--- src/rtl/rob_commit_if.sv ---
// Port bundle between rename, writeback and the reorder buffer.
// The master drives allocate/writeback requests; the slave (ROB) returns tags, status and commit groups.
interface rob_commit_if #(
  parameter int TAG_W  = 4,
  parameter int PREG_W = 6
);
  logic [3:0]          alloc_valid;
  logic                alloc_ready;
  logic [3:0]          alloc_wen;
  logic [19:0]         alloc_rd;
  logic [4*PREG_W-1:0] alloc_prd;
  logic [4*PREG_W-1:0] alloc_preprd;
  logic [4*TAG_W-1:0]  alloc_tag;

  logic [3:0]          wb_valid;
  logic [4*TAG_W-1:0]  wb_tag;

  logic [3:0]          cmt_valid;
  logic [3:0]          cmt_wen;
  logic [19:0]         cmt_rd;
  logic [4*PREG_W-1:0] cmt_prd;
  logic [4*PREG_W-1:0] cmt_preprd;
  logic [TAG_W:0]      rob_count;
  logic                rob_empty;

  modport master (
    output alloc_valid, alloc_wen, alloc_rd, alloc_prd, alloc_preprd, wb_valid, wb_tag,
    input  alloc_ready, alloc_tag, cmt_valid, cmt_wen, cmt_rd, cmt_prd, cmt_preprd,
           rob_count, rob_empty
  );

  modport slave (
    input  alloc_valid, alloc_wen, alloc_rd, alloc_prd, alloc_preprd, wb_valid, wb_tag,
    output alloc_ready, alloc_tag, cmt_valid, cmt_wen, cmt_rd, cmt_prd, cmt_preprd,
           rob_count, rob_empty
  );
endinterface

--- src/rtl/rob_commit.sv ---
// 16-entry reorder buffer: 4-wide allocate, 4 writeback ports, in-order retire of up to 4 per cycle.
// Retired groups carry the old physical destination so the free list can reclaim it.
module rob_commit #(
  parameter int DEPTH  = 16,
  parameter int TAG_W  = 4,
  parameter int PREG_W = 6
) (
  input logic         clk,
  input logic         rst,
  rob_commit_if.slave rob
);
  localparam logic [TAG_W:0] ALLOC_MAX_COUNT = (TAG_W+1)'(DEPTH - 4);

  logic [DEPTH-1:0]    ent_valid;
  logic [DEPTH-1:0]    ent_done;
  logic [DEPTH-1:0]    ent_wen;
  logic [4:0]          ent_rd     [DEPTH];
  logic [PREG_W-1:0]   ent_prd    [DEPTH];
  logic [PREG_W-1:0]   ent_preprd [DEPTH];

  logic [TAG_W:0]      head;
  logic [TAG_W:0]      tail;
  logic [TAG_W:0]      count;
  logic [TAG_W-1:0]    head_idx [4];
  logic [TAG_W-1:0]    tail_idx [4];
  logic                alloc_fire;
  logic [2:0]          alloc_num;
  logic [2:0]          cmt_num;
  logic                cmt_run;
  logic [3:0]          cmt_mask;

  logic [3:0]          cmt_valid_q;
  logic [3:0]          cmt_wen_q;
  logic [19:0]         cmt_rd_q;
  logic [4*PREG_W-1:0] cmt_prd_q;
  logic [4*PREG_W-1:0] cmt_preprd_q;

  // Pointers carry a wrap bit so full (count==DEPTH) and empty are distinct.
  assign count           = tail - head;
  assign rob.rob_count   = count;
  assign rob.rob_empty   = (count == '0);
  assign rob.alloc_ready = (count <= ALLOC_MAX_COUNT);
  assign alloc_fire      = (rob.alloc_valid != 4'b0000) && rob.alloc_ready;

  assign rob.cmt_valid   = cmt_valid_q;
  assign rob.cmt_wen     = cmt_wen_q;
  assign rob.cmt_rd      = cmt_rd_q;
  assign rob.cmt_prd     = cmt_prd_q;
  assign rob.cmt_preprd  = cmt_preprd_q;

  always_comb begin
    for (int i = 0; i < 4; i++) begin
      head_idx[i] = head[TAG_W-1:0] + TAG_W'(i);
      tail_idx[i] = tail[TAG_W-1:0] + TAG_W'(i);
    end
  end

  for (genvar g = 0; g < 4; g++) begin : g_tag
    assign rob.alloc_tag[g*TAG_W +: TAG_W] = tail_idx[g];
  end

  always_comb begin
    alloc_num = 3'd0;
    for (int i = 0; i < 4; i++) begin
      alloc_num = alloc_num + {2'b00, rob.alloc_valid[i]};
    end
  end

  // Retire the leading run of completed entries; free slots are never valid, so the run stops at tail.
  always_comb begin
    cmt_num = 3'd0;
    cmt_run = 1'b1;
    for (int j = 0; j < 4; j++) begin
      cmt_run = cmt_run && ent_valid[head_idx[j]] && ent_done[head_idx[j]];
      if (cmt_run) begin
        cmt_num = cmt_num + 3'd1;
      end
    end
    cmt_mask = 4'((5'd1 << cmt_num) - 5'd1);
  end

  always_ff @(posedge clk) begin
    if (rst) begin
      head         <= '0;
      tail         <= '0;
      ent_valid    <= '0;
      ent_done     <= '0;
      cmt_valid_q  <= '0;
      cmt_wen_q    <= '0;
      cmt_rd_q     <= '0;
      cmt_prd_q    <= '0;
      cmt_preprd_q <= '0;
    end else begin
      for (int p = 0; p < 4; p++) begin
        if (rob.wb_valid[p] && ent_valid[rob.wb_tag[p*TAG_W +: TAG_W]]) begin
          ent_done[rob.wb_tag[p*TAG_W +: TAG_W]] <= 1'b1;
        end
      end

      // Committing entries are cleared after writeback so a late strobe cannot leave stale done bits.
      for (int j = 0; j < 4; j++) begin
        if (cmt_mask[j]) begin
          ent_valid[head_idx[j]]        <= 1'b0;
          ent_done[head_idx[j]]         <= 1'b0;
          cmt_wen_q[j]                  <= ent_wen[head_idx[j]];
          cmt_rd_q[5*j +: 5]            <= ent_rd[head_idx[j]];
          cmt_prd_q[j*PREG_W +: PREG_W] <= ent_prd[head_idx[j]];
          cmt_preprd_q[j*PREG_W +: PREG_W] <= ent_preprd[head_idx[j]];
        end else begin
          cmt_wen_q[j]                  <= 1'b0;
          cmt_rd_q[5*j +: 5]            <= 5'd0;
          cmt_prd_q[j*PREG_W +: PREG_W] <= '0;
          cmt_preprd_q[j*PREG_W +: PREG_W] <= '0;
        end
      end
      cmt_valid_q <= cmt_mask;
      head        <= head + (TAG_W+1)'(cmt_num);

      if (alloc_fire) begin
        for (int i = 0; i < 4; i++) begin
          if (rob.alloc_valid[i]) begin
            ent_valid[tail_idx[i]] <= 1'b1;
            ent_done[tail_idx[i]]  <= 1'b0;
          end
        end
        tail <= tail + (TAG_W+1)'(alloc_num);
      end
    end
  end

  always_ff @(posedge clk) begin
    if (alloc_fire && !rst) begin
      for (int i = 0; i < 4; i++) begin
        if (rob.alloc_valid[i]) begin
          ent_wen[tail_idx[i]]    <= rob.alloc_wen[i];
          ent_rd[tail_idx[i]]     <= rob.alloc_rd[5*i +: 5];
          ent_prd[tail_idx[i]]    <= rob.alloc_prd[i*PREG_W +: PREG_W];
          ent_preprd[tail_idx[i]] <= rob.alloc_preprd[i*PREG_W +: PREG_W];
        end
      end
    end
  end
endmodule
--- src/flat_wrapper.sv ---
// flat-port wrapper written by rule: the top's interface ports become plain ports
module rob_commit_flat 
#(
  parameter int DEPTH  = 16,
  parameter int TAG_W  = 4,
  parameter int PREG_W = 6
)
  (clk, rst, rob_alloc_valid, rob_alloc_wen, rob_alloc_rd, rob_alloc_prd, rob_alloc_preprd, rob_wb_valid, rob_wb_tag, rob_alloc_ready, rob_alloc_tag, rob_cmt_valid, rob_cmt_wen, rob_cmt_rd, rob_cmt_prd, rob_cmt_preprd, rob_rob_count, rob_rob_empty);
  rob_commit_if #(.TAG_W(TAG_W), .PREG_W(PREG_W)) rob_i ();
  input logic clk;
  input logic rst;
  input wire logic [$bits(rob_i.alloc_valid)-1:0] rob_alloc_valid;
  input wire logic [$bits(rob_i.alloc_wen)-1:0] rob_alloc_wen;
  input wire logic [$bits(rob_i.alloc_rd)-1:0] rob_alloc_rd;
  input wire logic [$bits(rob_i.alloc_prd)-1:0] rob_alloc_prd;
  input wire logic [$bits(rob_i.alloc_preprd)-1:0] rob_alloc_preprd;
  input wire logic [$bits(rob_i.wb_valid)-1:0] rob_wb_valid;
  input wire logic [$bits(rob_i.wb_tag)-1:0] rob_wb_tag;
  output wire logic [$bits(rob_i.alloc_ready)-1:0] rob_alloc_ready;
  output wire logic [$bits(rob_i.alloc_tag)-1:0] rob_alloc_tag;
  output wire logic [$bits(rob_i.cmt_valid)-1:0] rob_cmt_valid;
  output wire logic [$bits(rob_i.cmt_wen)-1:0] rob_cmt_wen;
  output wire logic [$bits(rob_i.cmt_rd)-1:0] rob_cmt_rd;
  output wire logic [$bits(rob_i.cmt_prd)-1:0] rob_cmt_prd;
  output wire logic [$bits(rob_i.cmt_preprd)-1:0] rob_cmt_preprd;
  output wire logic [$bits(rob_i.rob_count)-1:0] rob_rob_count;
  output wire logic [$bits(rob_i.rob_empty)-1:0] rob_rob_empty;
  assign rob_i.alloc_valid = rob_alloc_valid;
  assign rob_i.alloc_wen = rob_alloc_wen;
  assign rob_i.alloc_rd = rob_alloc_rd;
  assign rob_i.alloc_prd = rob_alloc_prd;
  assign rob_i.alloc_preprd = rob_alloc_preprd;
  assign rob_i.wb_valid = rob_wb_valid;
  assign rob_i.wb_tag = rob_wb_tag;
  assign rob_alloc_ready = rob_i.alloc_ready;
  assign rob_alloc_tag = rob_i.alloc_tag;
  assign rob_cmt_valid = rob_i.cmt_valid;
  assign rob_cmt_wen = rob_i.cmt_wen;
  assign rob_cmt_rd = rob_i.cmt_rd;
  assign rob_cmt_prd = rob_i.cmt_prd;
  assign rob_cmt_preprd = rob_i.cmt_preprd;
  assign rob_rob_count = rob_i.rob_count;
  assign rob_rob_empty = rob_i.rob_empty;
  rob_commit #(.DEPTH(DEPTH), .TAG_W(TAG_W), .PREG_W(PREG_W)) u_core (.clk(clk), .rst(rst), .rob(rob_i));
endmodule
--- config.mk ---
export PLATFORM = sky130hd
export DESIGN_NAME = rob_commit_flat
export DESIGN_NICKNAME = d
export VERILOG_FILES = /design/src/rtl/rob_commit_if.sv /design/src/rtl/rob_commit.sv /design/src/flat_wrapper.sv
export SDC_FILE = /design/constraint.sdc
export NUM_CORES = 2
export LEC_CHECK = 0
export ABC_AREA = 0
export CORE_AREA = 4 4 270 272
export CTS_CLUSTER_SIZE = 10
export DETAILED_ROUTE_END_ITERATION = 7
export DIE_AREA = 0 0 274 276
export GPL_TIMING_DRIVEN = 0
export PLACE_DENSITY_LB_ADDON = 0.1
export SETUP_SLACK_MARGIN = 0.3
export SYNTH_ARGS = -nofsm -noshare
export SYNTH_HDL_FRONTEND = slang
export SYNTH_SLANG_ARGS = --single-unit
--- constraint.sdc ---
create_clock -name clk -period 12.9 [get_ports clk]
set_clock_uncertainty 0.2 [all_clocks]
set_input_delay 2.58 -clock clk [delete_from_list [all_inputs] [get_ports clk]]
set_output_delay 2.58 -clock clk [all_outputs]
set_load 0.01 [all_outputs]
==> metrics.md <==
| Metric | Value |
|---|---|
| First-pass GRT wire length | `between 200 and 250 mm` |
| Clock sink count | `406` |
| Pin count of the biggest net entering global routing | `26` |
| Root cell of the clock tree | `clkbuf_16` |
| Distinct cells, synth | `89` |
| Drt pass-1 iters | `8` |
| Final WL | `181.1 mm` |
| Synth Instances | `3538` |
| Post-CTS Setup Inserts | `0` |
| RSZ-0062 raised after global routing | `no` |
| Sw power | `roughly 2.1 mW` |
| Initial Util | `a little under 50%` |
| Via count | `roughly 34000` |
| Post-synth top area share | `about a quarter` |
| Fillers | `approximately 6400` |
| Pwr dens | `around 130 nW/um^2` |
| CTS tree | `yes` |
| Final Hold Fails | `0` |
| CP Capture Type | `flip-flop` |
| Post-synth EDFFs | `roughly 290` |
| CP arrival | `8.87 ns` |
| WL/cell | `around 38 um` |
| Outcome | `finished, violations left` |
| Slew Limit Fails | `8` |
| Site Rows | `just under 100` |
| DR DRC count | `1` |
| Sw frac | `39.76%` |
| Cell Area, Synth | `approximately 35000 um^2` |
| GR Overflow Total | `0` |
| Die W | `about 270 um` |
| Seq cells post-synth | `a little over 400` |
| Sequential share of the synthesized area | `approximately a third` |
| Final worst slack | `around 4.3 ns` |
| Die span in y | `between 200 and 300 um` |
| Layout Utilization | `between 50% and 60%` |
| Antenna viol nets, final | `0` |
| Placed inst area | `between 30000 and 40000 um^2` |
| Tot GR Track Use | `between 40% and 50%` |
| Dpl ws | `4.761 ns` |
| Die ar. | `~76000 um^2` |
| Nets | `about 3900` |
| Inserted Clock Buffers | `a little over 50` |
| Setup tns final | `0 ns` |
| Relative slew slack | `-13.23%` |
| Static Leakage | `roughly 12 nW` |
| Required @ worst endpoint | `13.19 ns` |
| Reported max-cap violation count | `6` |
| # setup viols final | `0` |
| VDD IR max | `between 0.15 and 0.2 mV` |
| Clk Latency, worst-skew pair | `between 0.6 and 0.7 ns` |
| Longest Clk Path Bufs | `3` |
| Core area | `~70000 um^2` |
| Sequential Power Share | `between 30% and 40%` |
| Finished Cell Area | `39440 um^2` |
| Period utilization | `66.54%` |
| # port buffers | `between 100 and 150` |
| Area delta synth->final | `13.14%` |
| Total internal power | `between 3 and 4 mW` |
| Crit path launch type | `flip-flop` |
| Post-synth ARST share | `0%` |
| Synthesis Warnings | `0` |
| Synth Net Count | `3676` |
| Num ports | `197` |
| Initial DRC Count | `6237` |
| Crit Path Category | `reg2reg` |
| Top_reg_cell synth | `edfxtp_1` |
| Placed Cells | `~4600` |
| Worst slew pin tran | `about 1.7 ns` |
| Mapped Avg Cell Area | `~10 um^2` |
| Worst hold path type | `reg2reg` |
| Post-Layout Cell Count | `4731` |
| Clock-pin transition on the worst setup and hold timing paths | `approximately 0.050 ns` |
| Post-DP HPWL | `142.1 mm` |
| Yosys top cell by area | `edfxtp_1` |
| Vias in the first global route | `roughly 32000` |
| Gpl congestion | `1.048` |
| CTS resizes | `0` |
| Area contributors post-synth | `edfxtp_1 25%, mux4_2 23%, dfxtp_1 6.8%, a211oi_1 6.4%, o31ai_1 5.9%` |
| Comb power frac | `between 30% and 40%` |
| Minimum clock period | `around 8.6 ns` |
| Initial antenna violation count | `9` |
| Fmax | `between 100 and 150 MHz` |
| Register Area | `roughly 11000 um^2` |
| Area of the multi-input gates | `22030 um^2` |
| Hold-fix buffers at CTS | `0` |
| DR vias/cell | `7.276` |
| Max H-tree Level | `2` |
| Crit-path max FO | `10` |
| Failing checks | `design-rule violations, max-capacitance violations, max-slew violations` |
| Layout cell share with drive strength beyond 1 | `16.58%` |
| Clock network power share | `a little over a quarter` |
==> critical path: stages, from the launching register on <==
cell and delay (ns):
dfxtp_1 0.84, buf_2 0.36, buf_1 0.75, inv_1 0.59, ha_1 0.45, buf_2 0.19
inv_1 0.11, clkbuf_1 0.71, o21ai_0 0.22, o22ai_1 0.20, a311oi_2 0.09, nor3b_4 0.44
clkbuf_1 0.43, xor2_1 0.19, ha_1 0.25, o2111ai_2 0.13, xnor2_1 0.53, and2_1 0.24
buf_6 0.13, buf_6 0.17, ha_1 0.28, a21oi_1 0.62, nor2_1 0.12, xnor2_1 0.17
nor2_1 0.05
==> state kept, by name (all words and copies together) (netlist names) <==
signal	flops
u_core.ent_done	16
u_core.ent_prd	96
u_core.ent_preprd	96
u_core.ent_rd	80
u_core.ent_valid	16
u_core.ent_wen	16
u_core.head	5
u_core.rob.cmt_prd	24
u_core.rob.cmt_preprd	24
u_core.rob.cmt_rd	20
u_core.rob.cmt_valid	4
u_core.rob.cmt_wen	4
u_core.tail	5
==> layer usage <==
metal	wire length, um	share of wire [%]	track usage [%]
met1	63430	35	58.70
met2	74130	41	65.20
met3	33060	18	26.59
met4	9571	5.3	17.86
met5	921	0.51	6.098
==> Yosys cell counts (14+ instances only) <==
master and n:
inv_1 38, a211oi_1 295, ha_1 36, mux4_2 357, nor3_1 34, buf_1 57, nand3_1 81, buf_2 85
a221oi_1 15, o22ai_1 14, a21oi_1 26, mux2i_1 43, edfxtp_1 288, nand2_1 455, nor2b_1 326, nor2_1 387
dfxtp_1 118, o31ai_1 274, o21ai_0 43, clkbuf_1 264, and3_1 53, a31oi_1 16
==> cell families (layout without fill, tap and decap cells) <==
kind of cell               Yosys count  after routing  share of synthesized area, %
AOI/OAI and AO/OA                  772            772                         16.49
and+or+nand+nor                   1424           1424                         19.49
muxes                              408            408                         24.59
buffers and inverters              465            702                         5.567
other                                0              6                             0
DFF                                406            406                         31.59
xor gates and xnor gates            23             23                        0.7502
adders and majority gates           40             40                         1.522
==> final cells by class <==
type / count / area share (%)
Antenna cell: 6 / 0.03807
Clock buffer: 73 / 3.521
Tap cell: 950 / 3.014
Multi-Input combinational cell: 2667 / 55.85
Sequential cell: 406 / 27.92
Timing Repair Buffer: 150 / 4.118
Inverter: 41 / 0.3902
Buffer: 424 / 4.543
Clock inverter: 14 / 0.6059
==> final timing paths <==
check            startpoint  slack [ns]  cells after the start        endpoint
max reg2reg  u_core.head[1]        4.32                     24  u_core.head[4]
min reg2reg  u_core.head[4]        0.35                      2  u_core.head[4]
max          u_core.head[1]        4.32                     24  u_core.head[4]
min          u_core.head[4]        0.35                      2  u_core.head[4]
==> placed cells by master (no fill, tap or decap), drive strengths merged, types with 11 or more instances in the layout <==
master / count
nor3: 42
mux2i: 44
xnor2: 11
clkdlybuf4s50: 134
mux4: 357
and3: 53
nor2b: 326
dfxtp: 118
o31ai: 274
a211oi: 295
nand3: 81
clkbuf: 341
a31oi: 16
a31o: 11
xor2: 12
edfxtp: 288
a221oi: 15
a21oi: 27
o21ai: 45
o22ai: 14
nand2: 457
ha: 36
or2: 12
buf: 172
inv: 41
nor2: 390
==> through the flow <==
step                      hold slack [ns]  total power, mW
final                              0.3464            5.253
after global routing               0.3706            5.342
after CTS                          0.3445            5.101
after detailed placement           0.3278            3.690
after global placement             0.3181            3.600
after floorplan                    0.3026            2.787
==> power by group through the flow <==
| stage | Combinational [mW] | Clock (mW) | Sequential, mW |
|---|---|---|---|
| final | 1.93 | 1.43 | 1.89 |
| after CTS | 1.81 | 1.43 | 1.86 |
| after floorplan | 1.03 | 0 | 1.76 |
| after global routing | 1.97 | 1.48 | 1.89 |
| after detailed placement | 1.81 | 0 | 1.88 |
| after global placement | 1.71 | 0 | 1.89 |
Note: power is estimated with default switching activity, not from simulation.
